===== config.mk =====
export PLATFORM = sky130hd
export DESIGN_NAME = photon_ctrl
export DESIGN_NICKNAME = d
export VERILOG_FILES = /design/src/rtl/photon_ctrl.sv
export SDC_FILE = /design/constraint.sdc
export NUM_CORES = 1
export LEC_CHECK = 0
export BUFFER_PORTS_ARGS = -buffer_cell sky130_fd_sc_hd__buf_2
export CORE_AREA = 2 2 227 229
export DETAILED_ROUTE_END_ITERATION = 16
export DIE_AREA = 0 0 229 231
export GPL_ROUTABILITY_DRIVEN = 0
export SKIP_CTS_REPAIR_TIMING = 1
export SLEW_MARGIN = 10
export SYNTH_ARGS = -nofsm -noshare
export SYNTH_HDL_FRONTEND = slang
export SYNTH_SLANG_ARGS = --single-unit

===== constraint.sdc =====
create_clock -name clk -period 6.24 [get_ports clk]
set_input_delay 0.312 -clock clk [delete_from_list [all_inputs] [get_ports clk]]
set_output_delay 0.312 -clock clk [all_outputs]
set_load 0.005 [all_outputs]

===== src/rtl/photon_ctrl.sv =====
// PHOTON-224 sponge-state register file and permutation sequencer; READ/CHECK data is combinational.
// HASH-to-ready takes 3+ cycles; stalls are absorbed by the hash_armed edge detect, busy is reported as !ready.
module photon_ctrl #(
    parameter int DATA_W  = 32,
    parameter int NREGS   = 8,
    parameter int ADDR_W  = 3,
    parameter int TIMEOUT = 255
) (
    input  logic                      clk,
    input  logic                      Rst,
    input  logic [2:0]                opcode,
    input  logic [ADDR_W-1:0]         addr,
    input  logic [DATA_W-1:0]         data_in,
    output logic [DATA_W-1:0]         data_out,
    output logic                      ready,
    output logic                      err,
    output logic                      perm_start,
    output logic [NREGS*DATA_W-1:0]   perm_state_out,
    input  logic [NREGS*DATA_W-1:0]   perm_state_in,
    input  logic                      perm_done
);

    localparam logic [2:0] OP_NONE  = 3'd0;
    localparam logic [2:0] OP_READ  = 3'd1;
    localparam logic [2:0] OP_WRITE = 3'd2;
    localparam logic [2:0] OP_HASH  = 3'd3;
    localparam logic [2:0] OP_CHECK = 3'd4;

    // Last WAIT count before abort: WAIT lasts at most TIMEOUT cycles.
    localparam logic [7:0] TO_LAST = 8'(TIMEOUT - 1);

    typedef enum logic [1:0] {
        S_IDLE  = 2'd0,
        S_START = 2'd1,
        S_WAIT  = 2'd2
    } state_t;

    state_t            state_q, state_d;
    logic [7:0]        cnt_q, cnt_d;
    logic              hash_armed_q;
    logic              err_q, err_d;
    logic [DATA_W-1:0] regs_q [NREGS];

    logic is_read, is_write, is_hash, is_check, is_none;
    logic hash_accept, timeout_hit, wb_en, wr_en, err_event;

    assign is_none  = (opcode == OP_NONE);
    assign is_read  = (opcode == OP_READ);
    assign is_write = (opcode == OP_WRITE);
    assign is_hash  = (opcode == OP_HASH);
    assign is_check = (opcode == OP_CHECK);

    always_comb begin
        state_d     = state_q;
        cnt_d       = cnt_q;
        perm_start  = 1'b0;
        hash_accept = 1'b0;
        timeout_hit = 1'b0;
        wb_en       = 1'b0;
        case (state_q)
            S_IDLE: begin
                cnt_d = '0;
                if (is_hash && hash_armed_q) begin
                    hash_accept = 1'b1;
                    state_d     = S_START;
                end
            end
            S_START: begin
                perm_start = 1'b1;
                state_d    = S_WAIT;
            end
            S_WAIT: begin
                // A done coinciding with the final count still wins.
                if (perm_done) begin
                    wb_en   = 1'b1;
                    cnt_d   = '0;
                    state_d = S_IDLE;
                end else if (cnt_q == TO_LAST) begin
                    timeout_hit = 1'b1;
                    cnt_d       = '0;
                    state_d     = S_IDLE;
                end else begin
                    cnt_d = cnt_q + 8'd1;
                end
            end
            default: state_d = S_IDLE;
        endcase
    end

    assign ready = (state_q == S_IDLE);
    assign err   = err_q;
    assign wr_en = is_write && ready;

    // Only an armed HASH counts as a busy violation; stalled repeats are silent.
    assign err_event = (is_hash && hash_armed_q && !ready)
                     || (is_write && !ready)
                     || timeout_hit;

    always_comb begin
        err_d = err_q;
        if (err_event)
            err_d = 1'b1;
        else if (is_check)
            err_d = 1'b0;
    end

    always_ff @(posedge clk) begin
        if (!Rst) begin
            state_q      <= S_IDLE;
            cnt_q        <= '0;
            hash_armed_q <= 1'b1;
            err_q        <= 1'b0;
        end else begin
            state_q      <= state_d;
            cnt_q        <= cnt_d;
            hash_armed_q <= !is_hash;
            err_q        <= err_d;
        end
    end

    always_ff @(posedge clk) begin
        if (!Rst) begin
            for (int i = 0; i < NREGS; i++)
                regs_q[i] <= '0;
        end else if (wb_en) begin
            for (int i = 0; i < NREGS; i++)
                regs_q[i] <= perm_state_in[i*DATA_W +: DATA_W];
        end else if (wr_en) begin
            regs_q[addr] <= data_in;
        end
    end

    always_comb begin
        for (int i = 0; i < NREGS; i++)
            perm_state_out[i*DATA_W +: DATA_W] = regs_q[i];
    end

    always_comb begin
        data_out = '0;
        if (is_read) begin
            data_out = regs_q[addr];
        end else if (is_check) begin
            data_out[1] = err_q;
            data_out[0] = ready;
        end else if (is_none || is_write || is_hash) begin
            data_out = '0;
        end
    end

endmodule


==> impl.org <==
** Worst setup path
- Destination of the worst register-to-register timing path :: regs_q[0][8]$_DFFE_PP_
- Crit start category :: register
- Data on the critical path is required at its endpoint by 6.48 ns.
- Element type at the critical path end :: register
- Source of the worst register-to-register timing path :: state_q[0]$_SDFFE_PN0P_
- STA puts the critical path data arrival time at 3.87 ns.
- Across all register-to-register paths, the minimum setup slack is 2.60 ns.
- Reg2reg path depth :: 5
- The worst setup path is of the register to register kind.
- Maximum fanout along the worst path :: 33

** Drt
- The routed layout has 12354 vias.
- For this block, the routed nets add up to 63130 µm of wire.
- The count of nets left with antenna violations once routing finished came out at 0.
- DRT iter0 DRCs :: 1134
- The pre-antenna-repair detailed-routing pass consisted of 5 iterations.
- Using the TritonRoute via totals, the vias-per-cell ratio works out to 5.462.
- Remaining DRCs :: 0
- In the final routed layout, each cell accounts on average for 27.91 µm.

** Timing
- Max-slew violation total from the final report :: 0
- Final cycle utilization of the critical path :: 58.31%
- Max_slew headroom :: 16.81%
- On the final layout, the worst clock skew is 0.01005 ns.
- Counting I/O delays and the setup requirement, the final critical path takes 3.638 ns.
- For the final routed database, the setup TNS stands at 0 ns.
- Setup repair after global routing left no endpoint under its margin.
- At the pin with the least slew margin, the transition time is 1.248 ns.
- Setup violations remaining at the end of the flow were counted as 0.
- Final hold violations :: 0
- Timing would allow up to 0.2748 GHz.

** Clocking
- Clock network latency to the later pin of the worst-skew pair :: 0.58 ns
- Clock Tree Buf Depth :: 3
- Clock-pin slew was measured on the worst setup and hold paths at 0.07 ns.
- Clock tree synthesis inserted a total of 31 buffers.
- CTS Root Buffer Type :: sky130_fd_sc_hd__clkbuf_16
- CTS built an H-tree with a depth of 1.
- Number of clock sinks :: 268
- TritonCTS built the clock tree.

** Global routing
- Global-route congestion overflow total :: 0
- Global routing used 22.42% of the available tracks.
- The first global-routing pass estimated 85900 µm of wire.
- In this run the most used layer during global routing was met2.
- Largest net degree at the start of global routing :: 127
- The number of global-route vias before repair came to 12122.
- Met2 GRT Util :: 39.44%
- In the global route stage, met1 resource usage came out at 26.53%.
- Number of antenna violations at the first check in global routing :: 8
- Met3 Track Usage GR :: 4.669%

** Pwr
- Overall Power :: 4.432 mW
- Switch share :: 25.32%
- Switching power summed over all nets :: 1.122 mW
- For this design the ratio of total power to cell area is 254.9 mW/mm².
- Relative contribution of combinational cells to total power :: 10.5%
- Share of power burned in the clock network :: 41.3%
- Largest voltage drop on the vdd net :: 189.5 µV
- Internal power component :: 3.310 mW
- Share of total power in sequential cells :: 48.1%
- Static leakage :: 7.184 nW

** Floorplan
- The die covers 0.05290 mm².
- The floorplan has 83 rows.
- For this configuration, the core starts out at a cell density of 25.74%.
- Vertical die dimension :: 231 µm
- 588 I/O pins were placed.
- Die Span X :: 229 µm
- The region available for standard cell placement spans 0.05068 mm².

** Logic synthesis
- Synthesis produced 1049 cells.
- After synthesis the cells add up to 0.01305 mm².
- Of the synthesized area, sequential elements account for 60.77%.
- Yosys mapped the design onto 50 distinct sky130hd cell types.
- Syn Area/Cell :: 12.44 µm²
- Top cell type's share of synthesized area :: 58.93%
- In this run, synthesis produced a sequential element count of 268.
- Synth top area cells :: sky130_fd_sc_hd__edfxtp_1 59%, sky130_fd_sc_hd__a22o_1 15%, sky130_fd_sc_hd__nand2_1 4.1%
- Biggest area consumer among synthesized cells :: sky130_fd_sc_hd__edfxtp_1
- The number of nets in the synthesized netlist is 1348.
- During synthesis, Yosys emitted a total of 0 warnings.

** Flow run
- Max-cap violations in this run came to 0.

** Placed design
- In this run, placement finished with an instance count of 2207.
- The count of buffers added on input and output ports is 587.
- DP Area :: 0.01639 mm²
- Detailed placement finished with a half-perimeter wire length of 42860 µm.

** Run status
- The flow ran to the end, and the final reports show no timing, DRC or antenna violations.

** Finish
- Share of post-route cells with drive strength above 1 :: 43.52%
- Number of non-filler instances in the completed layout :: 2262
- The area growth from synthesis to layout is 33.27%.
- After the last flow step, the layout net total stands at 1859.
- At the end of the flow the core is filled with cells to 34.31%.
- The filler cells instantiated in the layout total 5179.
- The finished cells cover 0.01739 mm².

** Hold path
- Hold Path Origin :: perm_state_in[36]
- Counting instances, the worst hold path has a depth of 2.
- The worst hold path terminates at regs_q[1][4]$_DFFE_PP_.
- Kind of path behind the tightest hold check :: input port to register
==> area by class of cell <==
type,instances,area (µm²),share of cell area [%]
clock inverters,18,196.4,1.130
inverters,3,11.26,0.06477
flip-flops and latches,268,7928,45.60
multi-input cells,646,4477,25.75
repair buffers,610,3126,17.98
well taps,680,850.8,4.894
diodes,1,2.502,0.01439
clock buffers,36,794.5,4.570
==> sequential cells by signal, indices dropped and copies added, names as in the netlist <==
signal,cells
hash_armed_q,1
regs_q,256
cnt_q,8
err,1
state_q,2
==> metal layers <==
| metal | wire length (µm) | vias up |
|---|---|---|
| met4 | 2749 | 8 |
| li1 | - | 5215 |
| met3 | 6111 | 170 |
| met2 | 31120 | 946 |
| met5 | 48 | - |
| met1 | 23100 | 6015 |
==> worst max-delay path, stage by stage (launching register included) <==
cell and delay (ns):
sky130_fd_sc_hd__dfxtp_1 0.44, sky130_fd_sc_hd__or4_4 0.66, sky130_fd_sc_hd__nor2_2 0.19, sky130_fd_sc_hd__and2_2 0.88, sky130_fd_sc_hd__nand2b_2 0.62, sky130_fd_sc_hd__buf_4 0.47
==> cells in the mapped netlist, drive strengths merged <==
master and number:
and4 1, a221oi 29, clkbuf 44, or3b 2, nor3b 4, mux2 3, a41o 1, clkinv 1
dfxtp 12, a32oi 1, or4 2, nand2 144, a21oi 4, or2 2, mux2i 3, nand3b 2
nor2 10, and3 3, nor3 2, nand3 8, buf 88, o211ai 1, nand2b 10, edfxtp 256
or3 5, nand4 2, nand4b 1, a22o 221, and3b 2, o21ai 68, mux4 2, inv 2
a22oi 61, o21a 1, nor2b 3, a221o 1, a41oi 1, ha 2, and2 6, nor4 2
a31oi 36
==> worst max-delay path by stage <==
stage	start	endpoint	depth (start not counted)
after floorplan	state_q[0]$_SDFFE_PN0P_	regs_q[1][0]$_DFFE_PP_	6
after global placement	addr[0]	regs_q[3][21]$_DFFE_PP_	5
after detailed placement	addr[0]	regs_q[3][25]$_DFFE_PP_	5
after CTS	state_q[0]$_SDFFE_PN0P_	regs_q[0][8]$_DFFE_PP_	5
after global routing	state_q[0]$_SDFFE_PN0P_	regs_q[0][8]$_DFFE_PP_	5
final	state_q[0]$_SDFFE_PN0P_	regs_q[0][8]$_DFFE_PP_	5
==> power by group through the flow <==
stage	logic [mW]	registers, mW	clock network [mW]
6_report	0.467	2.13	1.83
5_1_grt	0.494	2.14	1.92
4_1_cts	0.467	2.13	1.86
3_5_place_dp	0.465	2.17	0
3_3_place_gp	0.462	2.17	0
2_1_floorplan	0.156	2.15	0
==> through the flow <==
stage                     hold WS [ns]  setup slack (ns)
after floorplan                 0.4100             3.572
after global placement          0.4223             2.296
after detailed placement        0.4439             2.245
after CTS                     -0.01021             2.627
after global routing          0.003970             2.471
final                          0.02243             2.602
==> cell usage in the layout, fill, tap and decap left out, types with 2 or more instances in the layout <==
| master | netlist | routed |
|---|---|---|
| sky130_fd_sc_hd__buf_2 | 59 | 586 |
| sky130_fd_sc_hd__edfxtp_1 | 256 | 256 |
| sky130_fd_sc_hd__a22o_1 | 221 | 221 |
| sky130_fd_sc_hd__nand2_1 | 144 | 144 |
| sky130_fd_sc_hd__o21ai_0 | 62 | 62 |
| sky130_fd_sc_hd__a22oi_1 | 61 | 61 |
| sky130_fd_sc_hd__a31oi_1 | 36 | 36 |
| sky130_fd_sc_hd__clkbuf_16 | 0 | 31 |
| sky130_fd_sc_hd__a221oi_1 | 29 | 29 |
| sky130_fd_sc_hd__buf_4 | 20 | 23 |
| sky130_fd_sc_hd__dfxtp_1 | 12 | 12 |
| sky130_fd_sc_hd__nor2_1 | 9 | 8 |
| sky130_fd_sc_hd__nand3_1 | 8 | 8 |
| sky130_fd_sc_hd__nand2b_2 | 0 | 8 |
| sky130_fd_sc_hd__clkinv_1 | 1 | 7 |
| sky130_fd_sc_hd__o21ai_1 | 6 | 6 |
| sky130_fd_sc_hd__and2_2 | 0 | 5 |
| sky130_fd_sc_hd__or3_1 | 5 | 5 |
| sky130_fd_sc_hd__clkbuf_1 | 43 | 5 |
| sky130_fd_sc_hd__a21oi_1 | 4 | 4 |
| sky130_fd_sc_hd__clkinvlp_4 | 0 | 4 |
| sky130_fd_sc_hd__bufinv_16 | 0 | 4 |
| sky130_fd_sc_hd__nor2b_1 | 3 | 3 |
| sky130_fd_sc_hd__mux2_2 | 3 | 3 |
| sky130_fd_sc_hd__mux2i_1 | 3 | 3 |
| sky130_fd_sc_hd__clkinv_2 | 0 | 3 |
| sky130_fd_sc_hd__nor3b_2 | 1 | 2 |
| sky130_fd_sc_hd__inv_1 | 2 | 2 |
| sky130_fd_sc_hd__nor3_2 | 0 | 2 |
| sky130_fd_sc_hd__and3b_2 | 0 | 2 |
| sky130_fd_sc_hd__nand2b_1 | 10 | 2 |
| sky130_fd_sc_hd__mux4_2 | 2 | 2 |
| sky130_fd_sc_hd__nor4_4 | 2 | 2 |
| sky130_fd_sc_hd__nand3b_1 | 2 | 2 |
| sky130_fd_sc_hd__nand4_1 | 2 | 2 |
| sky130_fd_sc_hd__or2_2 | 2 | 2 |
| sky130_fd_sc_hd__ha_1 | 2 | 2 |
==> cell families (layout without fill, tap and decap cells) <==
group,after synthesis,count (layout),share of synthesized area (%)
AOI/OAI and AO/OA,425,425,25.19
DFF,268,268,60.77
and+or+nand+nor,211,211,7.577
buffers and inverters,135,667,5.438
muxes,8,8,0.8344
adders and majority gates,2,2,0.1918
other,0,1,0
(Power assumes the default switching activity.)
